`src/rtl/wb_memtest_master_if.sv`:
```
// Pipelined Wishbone B4 bus bundle between the memory-test master and a slave.
// clk/rst ride along so both ends share the same clock and reset nets.
interface wb_if (
  input logic clk,
  input logic rst
);
  logic        cyc;
  logic        stb;
  logic        we;
  logic [3:0]  sel;
  logic [31:0] adr;
  logic [31:0] dat_m;
  logic [31:0] dat_s;
  logic        ack;
  logic        stall;
  logic        err;

  modport master (
    input  clk, rst, ack, stall, err, dat_s,
    output cyc, stb, we, sel, adr, dat_m
  );

  modport slave (
    input  clk, rst, cyc, stb, we, sel, adr, dat_m,
    output ack, stall, err, dat_s
  );
endinterface

```
`src/rtl/wb_memtest_master.sv`:
```
// Wishbone memory tester: writes seed^address to a block of words, then
// reads it back with pipelined requests and reports pass/fail/bus error.
module wb_memtest_master #(
  parameter int unsigned MAX_OUTSTANDING = 4,
  parameter int unsigned COUNT_WIDTH     = 16
) (
  input  logic                   clk,
  input  logic                   rst,
  input  logic                   start,
  input  logic [31:0]            base_adr,
  input  logic [COUNT_WIDTH-1:0] count,
  input  logic [31:0]            seed,
  output logic                   busy,
  output logic                   done,
  output logic                   pass,
  output logic                   bus_err,
  output logic [31:0]            fail_adr,
  wb_if.master                   wb
);

  typedef enum logic [2:0] {
    S_IDLE,
    S_WRITE,
    S_WDRAIN,
    S_READ,
    S_RDRAIN,
    S_FINISH
  } state_t;

  localparam logic [3:0] MAX_O = 4'(MAX_OUTSTANDING);

  state_t                 state_q, state_d;
  logic [31:0]            base_q, base_d;
  logic [31:0]            seed_q, seed_d;
  logic [COUNT_WIDTH-1:0] cnt_q, cnt_d;
  logic [COUNT_WIDTH-1:0] iss_q, iss_d;
  logic [COUNT_WIDTH-1:0] aidx_q, aidx_d;
  logic [3:0]             outst_q, outst_d;
  logic                   cyc_q, cyc_d;
  logic                   stb_q, stb_d;
  logic                   we_q, we_d;
  logic [31:0]            adr_q, adr_d;
  logic [31:0]            dat_q, dat_d;
  logic                   busy_q, busy_d;
  logic                   done_q, done_d;
  logic                   pass_q, pass_d;
  logic                   berr_q, berr_d;
  logic [31:0]            fail_q, fail_d;
  logic                   miss_q, miss_d;

  logic        accept;
  logic        ack_in;
  logic        err_in;
  logic        bad;
  logic [31:0] ack_adr;

  always_comb begin
    accept  = stb_q & ~wb.stall;
    ack_in  = cyc_q & wb.ack;
    err_in  = cyc_q & wb.err;
    ack_adr = base_q + (32'(aidx_q) << 2);
    bad     = ack_in & ~we_q & (wb.dat_s != (seed_q ^ ack_adr));

    state_d = state_q;
    base_d  = base_q;
    seed_d  = seed_q;
    cnt_d   = cnt_q;
    iss_d   = iss_q + COUNT_WIDTH'(accept);
    aidx_d  = aidx_q + COUNT_WIDTH'(ack_in);
    cyc_d   = cyc_q;
    stb_d   = stb_q;
    we_d    = we_q;
    busy_d  = busy_q;
    done_d  = 1'b0;
    pass_d  = pass_q;
    berr_d  = berr_q;
    fail_d  = fail_q;
    miss_d  = miss_q;

    outst_d = outst_q;
    if (accept & ~ack_in) begin
      outst_d = outst_q + 4'd1;
    end else if (~accept & ack_in & (outst_q != 4'd0)) begin
      outst_d = outst_q - 4'd1;
    end

    // only the first miscompare is reported
    if (bad & ~miss_q) begin
      miss_d = 1'b1;
      fail_d = ack_adr;
    end

    unique case (state_q)
      S_IDLE: begin
        if (start) begin
          base_d  = {base_adr[31:2], 2'b00};
          seed_d  = seed;
          cnt_d   = count;
          iss_d   = '0;
          aidx_d  = '0;
          outst_d = 4'd0;
          busy_d  = 1'b1;
          pass_d  = 1'b0;
          berr_d  = 1'b0;
          fail_d  = 32'd0;
          miss_d  = 1'b0;
          if (count == '0) begin
            state_d = S_FINISH;
            done_d  = 1'b1;
            pass_d  = 1'b1;
          end else begin
            state_d = S_WRITE;
            cyc_d   = 1'b1;
            stb_d   = 1'b1;
            we_d    = 1'b1;
          end
        end
      end
      S_WRITE, S_READ: begin
        if (iss_d == cnt_q) begin
          stb_d   = 1'b0;
          state_d = (state_q == S_WRITE) ? S_WDRAIN : S_RDRAIN;
        end else begin
          stb_d = (outst_d < MAX_O);
        end
      end
      S_WDRAIN: begin
        if (outst_d == 4'd0) begin
          state_d = S_READ;
          iss_d   = '0;
          aidx_d  = '0;
          we_d    = 1'b0;
          stb_d   = 1'b1;
        end
      end
      S_RDRAIN: begin
        if (outst_d == 4'd0) begin
          state_d = S_FINISH;
          cyc_d   = 1'b0;
          done_d  = 1'b1;
          pass_d  = ~miss_d;
        end
      end
      S_FINISH: begin
        state_d = S_IDLE;
        busy_d  = 1'b0;
      end
      default: state_d = S_IDLE;
    endcase

    // a bus error aborts the test from any active state
    if (err_in) begin
      state_d = S_FINISH;
      cyc_d   = 1'b0;
      stb_d   = 1'b0;
      berr_d  = 1'b1;
      done_d  = 1'b1;
      pass_d  = 1'b0;
      if (!miss_q) begin
        fail_d = ack_adr;
      end
    end

    adr_d = base_d + (32'(iss_d) << 2);
    dat_d = seed_d ^ adr_d;
  end

  always_ff @(posedge clk or posedge rst) begin
    if (rst) begin
      state_q <= S_IDLE;
      base_q  <= 32'd0;
      seed_q  <= 32'd0;
      cnt_q   <= '0;
      iss_q   <= '0;
      aidx_q  <= '0;
      outst_q <= 4'd0;
      cyc_q   <= 1'b0;
      stb_q   <= 1'b0;
      we_q    <= 1'b0;
      adr_q   <= 32'd0;
      dat_q   <= 32'd0;
      busy_q  <= 1'b0;
      done_q  <= 1'b0;
      pass_q  <= 1'b0;
      berr_q  <= 1'b0;
      fail_q  <= 32'd0;
      miss_q  <= 1'b0;
    end else begin
      state_q <= state_d;
      base_q  <= base_d;
      seed_q  <= seed_d;
      cnt_q   <= cnt_d;
      iss_q   <= iss_d;
      aidx_q  <= aidx_d;
      outst_q <= outst_d;
      cyc_q   <= cyc_d;
      stb_q   <= stb_d;
      we_q    <= we_d;
      adr_q   <= adr_d;
      dat_q   <= dat_d;
      busy_q  <= busy_d;
      done_q  <= done_d;
      pass_q  <= pass_d;
      berr_q  <= berr_d;
      fail_q  <= fail_d;
      miss_q  <= miss_d;
    end
  end

  assign wb.cyc   = cyc_q;
  assign wb.stb   = stb_q;
  assign wb.we    = we_q;
  assign wb.sel   = 4'hF;
  assign wb.adr   = adr_q;
  assign wb.dat_m = dat_q;

  assign busy     = busy_q;
  assign done     = done_q;
  assign pass     = pass_q;
  assign bus_err  = berr_q;
  assign fail_adr = fail_q;

endmodule

```
`src/flat_wrapper.sv`:
```
// flat-port wrapper written by rule: the top's interface ports become plain ports
module wb_memtest_master_flat 
#(
  parameter int unsigned MAX_OUTSTANDING = 4,
  parameter int unsigned COUNT_WIDTH     = 16
)
  (clk, rst, start, base_adr, count, seed, busy, done, pass, bus_err, fail_adr, wb_ack, wb_stall, wb_err, wb_dat_s, wb_cyc, wb_stb, wb_we, wb_sel, wb_adr, wb_dat_m);
  wb_if wb_i (.clk(clk), .rst(rst));
  input  logic clk;
  input  logic rst;
  input  logic start;
  input  logic [31:0] base_adr;
  input  logic [COUNT_WIDTH-1:0] count;
  input  logic [31:0] seed;
  output logic busy;
  output logic done;
  output logic pass;
  output logic bus_err;
  output logic [31:0] fail_adr;
  input wire logic [$bits(wb_i.ack)-1:0] wb_ack;
  input wire logic [$bits(wb_i.stall)-1:0] wb_stall;
  input wire logic [$bits(wb_i.err)-1:0] wb_err;
  input wire logic [$bits(wb_i.dat_s)-1:0] wb_dat_s;
  output wire logic [$bits(wb_i.cyc)-1:0] wb_cyc;
  output wire logic [$bits(wb_i.stb)-1:0] wb_stb;
  output wire logic [$bits(wb_i.we)-1:0] wb_we;
  output wire logic [$bits(wb_i.sel)-1:0] wb_sel;
  output wire logic [$bits(wb_i.adr)-1:0] wb_adr;
  output wire logic [$bits(wb_i.dat_m)-1:0] wb_dat_m;
  assign wb_i.ack = wb_ack;
  assign wb_i.stall = wb_stall;
  assign wb_i.err = wb_err;
  assign wb_i.dat_s = wb_dat_s;
  assign wb_cyc = wb_i.cyc;
  assign wb_stb = wb_i.stb;
  assign wb_we = wb_i.we;
  assign wb_sel = wb_i.sel;
  assign wb_adr = wb_i.adr;
  assign wb_dat_m = wb_i.dat_m;
  wb_memtest_master #(.MAX_OUTSTANDING(MAX_OUTSTANDING), .COUNT_WIDTH(COUNT_WIDTH)) u_core (.clk(clk), .rst(rst), .start(start), .base_adr(base_adr), .count(count), .seed(seed), .busy(busy), .done(done), .pass(pass), .bus_err(bus_err), .fail_adr(fail_adr), .wb(wb_i));
endmodule
```
`config.mk`:
```
export PLATFORM = sky130hd
export DESIGN_NAME = wb_memtest_master_flat
export DESIGN_NICKNAME = d
export VERILOG_FILES = /design/src/rtl/wb_memtest_master_if.sv /design/src/rtl/wb_memtest_master.sv /design/src/flat_wrapper.sv
export SDC_FILE = /design/constraint.sdc
export NUM_CORES = 1
export LEC_CHECK = 0
export CAP_MARGIN = 5
export CORE_UTILIZATION = 35
export CTS_CLUSTER_SIZE = 40
export DETAILED_ROUTE_END_ITERATION = 6
export GPL_TIMING_DRIVEN = 0
export PLACE_DENSITY_LB_ADDON = 0.08
export SYNTH_ARGS = -nofsm -noshare
export SYNTH_HDL_FRONTEND = slang
export SYNTH_SLANG_ARGS = --single-unit
```
`constraint.sdc`:
```
create_clock -name clk -period 22.8 [get_ports clk]
set_clock_uncertainty 0.1 [all_clocks]
set_input_delay 6.84 -clock clk [delete_from_list [all_inputs] [get_ports clk]]
set_output_delay 6.84 -clock clk [all_outputs]
set_load 0.01 [all_outputs]
```
# Word-level counts from Yosys, hierarchy flattened
# Cells that the tools add are included.
[totals]
regBits = 223
inputBits = 118
out_inout_bits = 107
wordCells = 130
[classes]
n_addsub = 6
order_cmp = 1
n_eq_ne = 15
muxes = 54
bitwise_logic = 17
reduce_logical = 19
[ops]
columns = ["op", "n"]
rows = [
  ["$mux 32", 9],
  ["$add 32x18->32", 2],
  ["$mux 16", 4],
  ["$pmux 16 s2", 2],
  ["$xor 32x32->32", 2],
  ["$add 16x1->16", 2],
  ["$ne 32x32->1", 1],
  ["$mux 1", 21],
  ["$mux 3", 7],
  ["$eq 16x16->1", 1],
  ["$logic_not 16->1", 1],
  ["$mux 4", 4],
  ["$reduce_and 4->1", 4],
  ["$pmux 3 s4", 1],
  ["$pmux 1 s2", 5],
  ["$and 1x1->1", 9],
  ["$ne 3x1->1 const B", 3],
  ["$reduce_bool 2->1", 4],
  ["$reduce_bool 4->1", 2],
  ["$eq 3x2->1 const B", 2],
  ["$eq 3x3->1 const B", 2],
  ["$ne 3x2->1 const B", 2],
  ["$not 1->1", 6],
  ["$reduce_and 2->1", 3],
  ["other kinds (12)", 13],
]

# Logic depth before layout (Yosys ltp)
[depth]
word_depth = 12
depth_mapped = 25
mapped_depth_nobuf = 24

# Worst setup path after synthesis
# Ideal clock, no wire load.
[synth_timing]
path_kind = "input to register"
from = "input wb_stall"
to = "register u_core.dat_q[30] (netlist: u_core.wb.dat_m[30])"
setup_ns = 0.079
t_arrival_ns = 11.973
t_required_ns = 22.621
slack_ns = 10.648
cell_stages = 25
path_buffers = 3
path_cell_list = "nand2b_1 -> inv_1 -> a211oi_1 -> and3b_1 -> a41oi_1 -> xnor2_1 -> or3_1 -> clkbuf_1 -> nor4_1 -> or2_2 -> clkbuf_1 -> clkbuf_1 -> nor2_1 -> ha_1 -> nor2b_1 -> o21ai_0 -> a21boi_1 -> nor4_1 -> o311a_1 -> nor3_1 -> a311o_1 -> a21oi_1 -> nor4_1 -> xor2_1 -> xor2_1"
[synth_via]
elab_chain_len = 12
word_cells_on_any_way = 15
classes_between = "add/sub (2); mux (5); bitwise (7); reduce/logical (1)"
[synth_lines]
columns = ["element", "line", "rtl"]
rows = [
  ["from (decl)", "flat_wrapper.sv:21", "input wire logic [$bits(wb_i.stall)-1:0] wb_stall;"],
  ["$not 1->1 *", "wb_memtest_master.sv:58", "accept = stb_q & ~wb.stall;"],
  ["$and 1x1->1 *", "wb_memtest_master.sv:58", ""],
  ["branches (longest 7 deep; another with $add 16x1->16)", "n/a", ""],
  ["$pmux 16 s2 *", "wb_memtest_master.sv:93", "unique case (state_q)"],
  ["via u_core.iss_d[2]", "wb_memtest_master.sv:36", "logic [COUNT_WIDTH-1:0] iss_q, iss_d;"],
  ["$add 32x18->32 *", "wb_memtest_master.sv:164", "adr_d = base_d + (32'(iss_d) << 2);"],
  ["via u_core.adr_d[30]", "wb_memtest_master.sv:42", "logic [31:0] adr_q, adr_d;"],
  ["$xor 32x32->32 *", "wb_memtest_master.sv:165", "dat_d = seed_d ^ adr_d;"],
  ["via u_core.dat_d[30]", "wb_memtest_master.sv:43", "logic [31:0] dat_q, dat_d;"],
  ["to (signal assigned)", "wb_memtest_master.sv:200", "dat_q <= dat_d;"],
  ["to (decl)", "wb_memtest_master.sv:43", ""],
]
# Mark *: on every way through the listed nets, which the timed path passes.
# A chain may end at the register's enable or synchronous reset.

# Worst setup path after layout
[layout_timing]
from = "input start"
to = "register u_core.dat_q[24] (netlist: u_core.wb.dat_m[24])"
[layout_via]
elab_chain_len = 4
word_cells_on_any_way = 8
classes_between = "add/sub (1); mux (6); bitwise (1)"
[layout_lines]
columns = ["element", "line", "rtl"]
rows = [
  ["from (decl)", "flat_wrapper.sv:11", "input logic start;"],
  ["$mux 32", "wb_memtest_master.sv:95", "if (start) begin"],
  ["$mux 32", "wb_memtest_master.sv:93", ""],
  ["via u_core.base_d[2]", "wb_memtest_master.sv:33", "logic [31:0] base_q, base_d;"],
  ["$add 32x18->32", "wb_memtest_master.sv:164", ""],
  ["via u_core.adr_d[24]", "wb_memtest_master.sv:42", ""],
  ["$xor 32x32->32", "wb_memtest_master.sv:165", ""],
  ["via u_core.dat_d[24]", "wb_memtest_master.sv:43", ""],
]
# The timed path passes the listed nets, and every way through them passes these cells.

==> flow_metrics.tcl <==
set metrics [dict create \
    status "complete, no violations" \
    leakagePower_nw 7.25 \
    synthMuxAreaShare 0.0122 \
    grt_overflow_total 0 \
    area_growth_pct 28.7 \
    gp_congestion 0.941 \
    synthArstFlopShare 1.00 \
    drv_slew 0 \
    cts_htree_levels 1 \
    crit_path_max_incr_delay_ps 780 \
    antenna_found_initial 1 \
    synth_top_family_by_area "simple AND/OR/NAND/NOR gates" \
    synthTopCellsByArea "dfrtp_1, nand2_1, xnor2_1" \
    setup_ws_ps 8700 \
    clk_pin_slew_ps 60 \
    grt_pass1_wl_mm 60.8 \
    synth_area_um2 12600 \
    pin_count 225 \
    finalCriticalPeriod_ps 14100 \
    synth-seq-cells 221 \
    fin_util 0.457 \
    cts.repair.resized 0 \
    initialDrtViolationCount 729 \
    clkLatencyLatePin_ps 560 \
    synth_sequential_area_ratio 0.439 \
    critPathLaunchType "input pin" \
    synth_ff_type "dfrtp_1" \
    clockBufferDepth 3 \
    synth_warnings 0 \
    post_synth_and_or_nand_nor_area_fraction 0.195 \
    dp_slack_ps 8230 \
    drv_cap 0 \
    die_h_um 192 \
    place.detailed.hpwl_mm 32.0 \
    synth_compound_area_frac 0.126 \
    fin_tns_setup_ps 0 \
    timing.critical_path.mode_cell "clkbuf_1" \
    min_path_type "flip-flop to flip-flop" \
    synth_top_area_share 0.439 \
    worst-path-max-fanout 10 \
    cp.arrival_ps 14470 \
    die-area_um2 36700 \
    rsz0062_at_grt "no" \
    io_buffers 217 \
    min_period_over_period 0.618 \
    grt_pass1_vias 10188 \
    cts_inserted_buffers 27 \
    synth_most_common_cell "nand2_1" \
    drc 0 \
    powerDensity_nw_per_um2 135 \
    vias 10459 \
    syn_avg_cell_area_um2 9.46 \
    wl_mm 41.1 \
    critical_path_required_ps 23170 \
    cts-root-buf "clkbuf_16" \
    crit_chain "clkdlybuf4s50_1, nor4b_2, buf_2, clkbuf_1, clkbuf_1, clkbuf_1, buf_1, nand2_1, nand2_1, ha_1, inv_1, fa_1, nor2b_1, o21ai_0, a21boi_1, nor4_1, o311a_1, nor3_1, a311o_1, a21oi_1, nor4_1, xor2_1, xor2_1" \
    ir_worst_vdd_mv 0.0624 \
    ant_nets 0 \
    synth_cells 1330 \
    start_util 0.355 \
    final_cells 2057 \
    crit_type "input pin to flip-flop" \
    num_rows 69 \
    die_x_um 192 \
    grt_use_total 0.223 \
    yosys.area_share.xor_xnor 0.141 \
    via_per_inst 5.08 \
    fin_nets 1738 \
    synth_edf_count 0 \
    critPathSlowestCell "nor4b_2" \
    numClockSinks 221 \
    dp_cells 2012 \
    synthTopCellsByCount "nand2_1, dfrtp_1, nor2_1" \
    core_um2 35500 \
    wl_per_cell_um 20.0 \
    grt_max_degree 121 \
    cts_setup_buffers 0 \
    worst-slew-pin-transition_ps 1120 \
    cts.hold.buffers_added 0 \
    synth_top_area_cell "dfrtp_1" \
    max_freq_ghz 0.0709 \
    synth_cell_type_count 85 \
    setup_viol 0 \
    finalHoldViolations 0 \
    synth_adder_area_share 0.0410 \
    endpoint_kind "flip-flop" \
    drtPass1Iterations 5 \
    cts_tree "done" \
    drive_above_1_share 0.0796 \
    slew_headroom 0.256 \
]
## critical path, delay by kind of cell
kind / cells / cell delay [ps]
buffers and inverters: 7 / 3150
and+or+nand+nor: 7 / 2120
AOI/OAI and AO/OA: 5 / 1300
adders and majority gates: 2 / 570
xor gates and xnor gates: 2 / 490
## through the flow
stage                     area [µm²]  total power, W  hold WS (ps)
after floorplan                12600         0.00136           366
after global placement         15300         0.00179           380
after detailed placement       15400         0.00180           371
after CTS                      16200         0.00221           392
after global routing           16200         0.00234           417
final                          16200         0.00219           384
## cell usage in the layout (no fill, tap or decap), types with 5 or more instances in the layout
cell             Yosys  layout
clkbuf_16            0      27
or2_2                5       5
xnor3_1              7       7
o21a_1              10      10
a21oi_1             39      39
xor2_1              87      87
nor2_1             109     109
ha_1                38      38
buf_4                7       7
clkbuf_1            22      25
clkinv_2             0       6
or4_1                5       5
o22ai_2             30      30
nor4_1              17      17
and3_1              14      14
or3_1                7       7
buf_1                7       7
and4_1               6       6
clkbuf_8             0       5
inv_1               69      68
xnor2_1             97      97
nand2_1            267     267
and2_1              14      14
buf_2               11      11
dfrtp_1            221     221
o31ai_1              5       5
clkdlybuf4s50_1      0     217
nor2b_1              7       7
o211ai_1             8       8
mux2i_1             12      12
nand4_1             21      21
o21ai_0             26      26
a31oi_1             10      10
nor3_1              20      20
nand3_1             36      36
## cell families after synthesis
logic type | after synthesis
muxes | 15
adders and majority gates | 40
AOI/OAI and AO/OA | 197
other | 1
buffers and inverters | 123
DFF | 221
xor gates and xnor gates | 191
and+or+nand+nor | 542
## path summary, 6_finish.rpt
kind | startpoint | endpoint | slack (ps) | depth (start not counted)
setup / recovery | start | u_core.wb.dat_m[24] | 8700 | 23
hold / removal | u_core.bus_err | u_core.bus_err | 380 | 2
setup reg to reg | u_core.state_q[0] | u_core.wb.dat_m[24] | 14940 | 23
hold reg to reg | u_core.bus_err | u_core.bus_err | 380 | 2
max in group asynchronous | rst | u_core.busy | 14740 | 3
min in group asynchronous | rst | u_core.wb.dat_m[7] | 6770 | 2
## power by group
group	internal, W	leakage (nW)	switching, W
sequential	0.000562	2.77	0.000108
combinational	0.000515	4.06	0.000609
clock	0.000231	0.408	0.000168
total	0.00131	7.25	0.000885
## area by class of cell
class                           count  area [µm²]
Buffer                             54         322
Tap cell                          461         577
Antenna cell                        1        2.50
Clock inverter                      9        56.3
Multi-Input combinational cell    989        6490
Fill cell                        3474       19300
Sequential cell                   221        5530
Clock buffer                       35         756
Inverter                           69         267
Timing Repair Buffer              218        2200
## sequential cells by signal, indices dropped and copies added (netlist names), 3 cells and up
name,cells
u_core.state_q,3
u_core.wb.dat_m,32
u_core.aidx_q,16
u_core.outst_q,4
u_core.wb.adr,30
u_core.fail_adr,32
u_core.cnt_q,16
u_core.iss_q,16
u_core.base_q,32
u_core.seed_q,32
## routing by layer
metal  track usage  vias to the layer above  part of all wire
met5             0                        -                 0
met4        0.0742                        0             0.032
met3        0.0342                       66             0.052
met2         0.349                      289              0.46
met1         0.313                     5081              0.46
li1              -                     5023                 -
No activity file was read; power rests on OpenSTA's default activity.
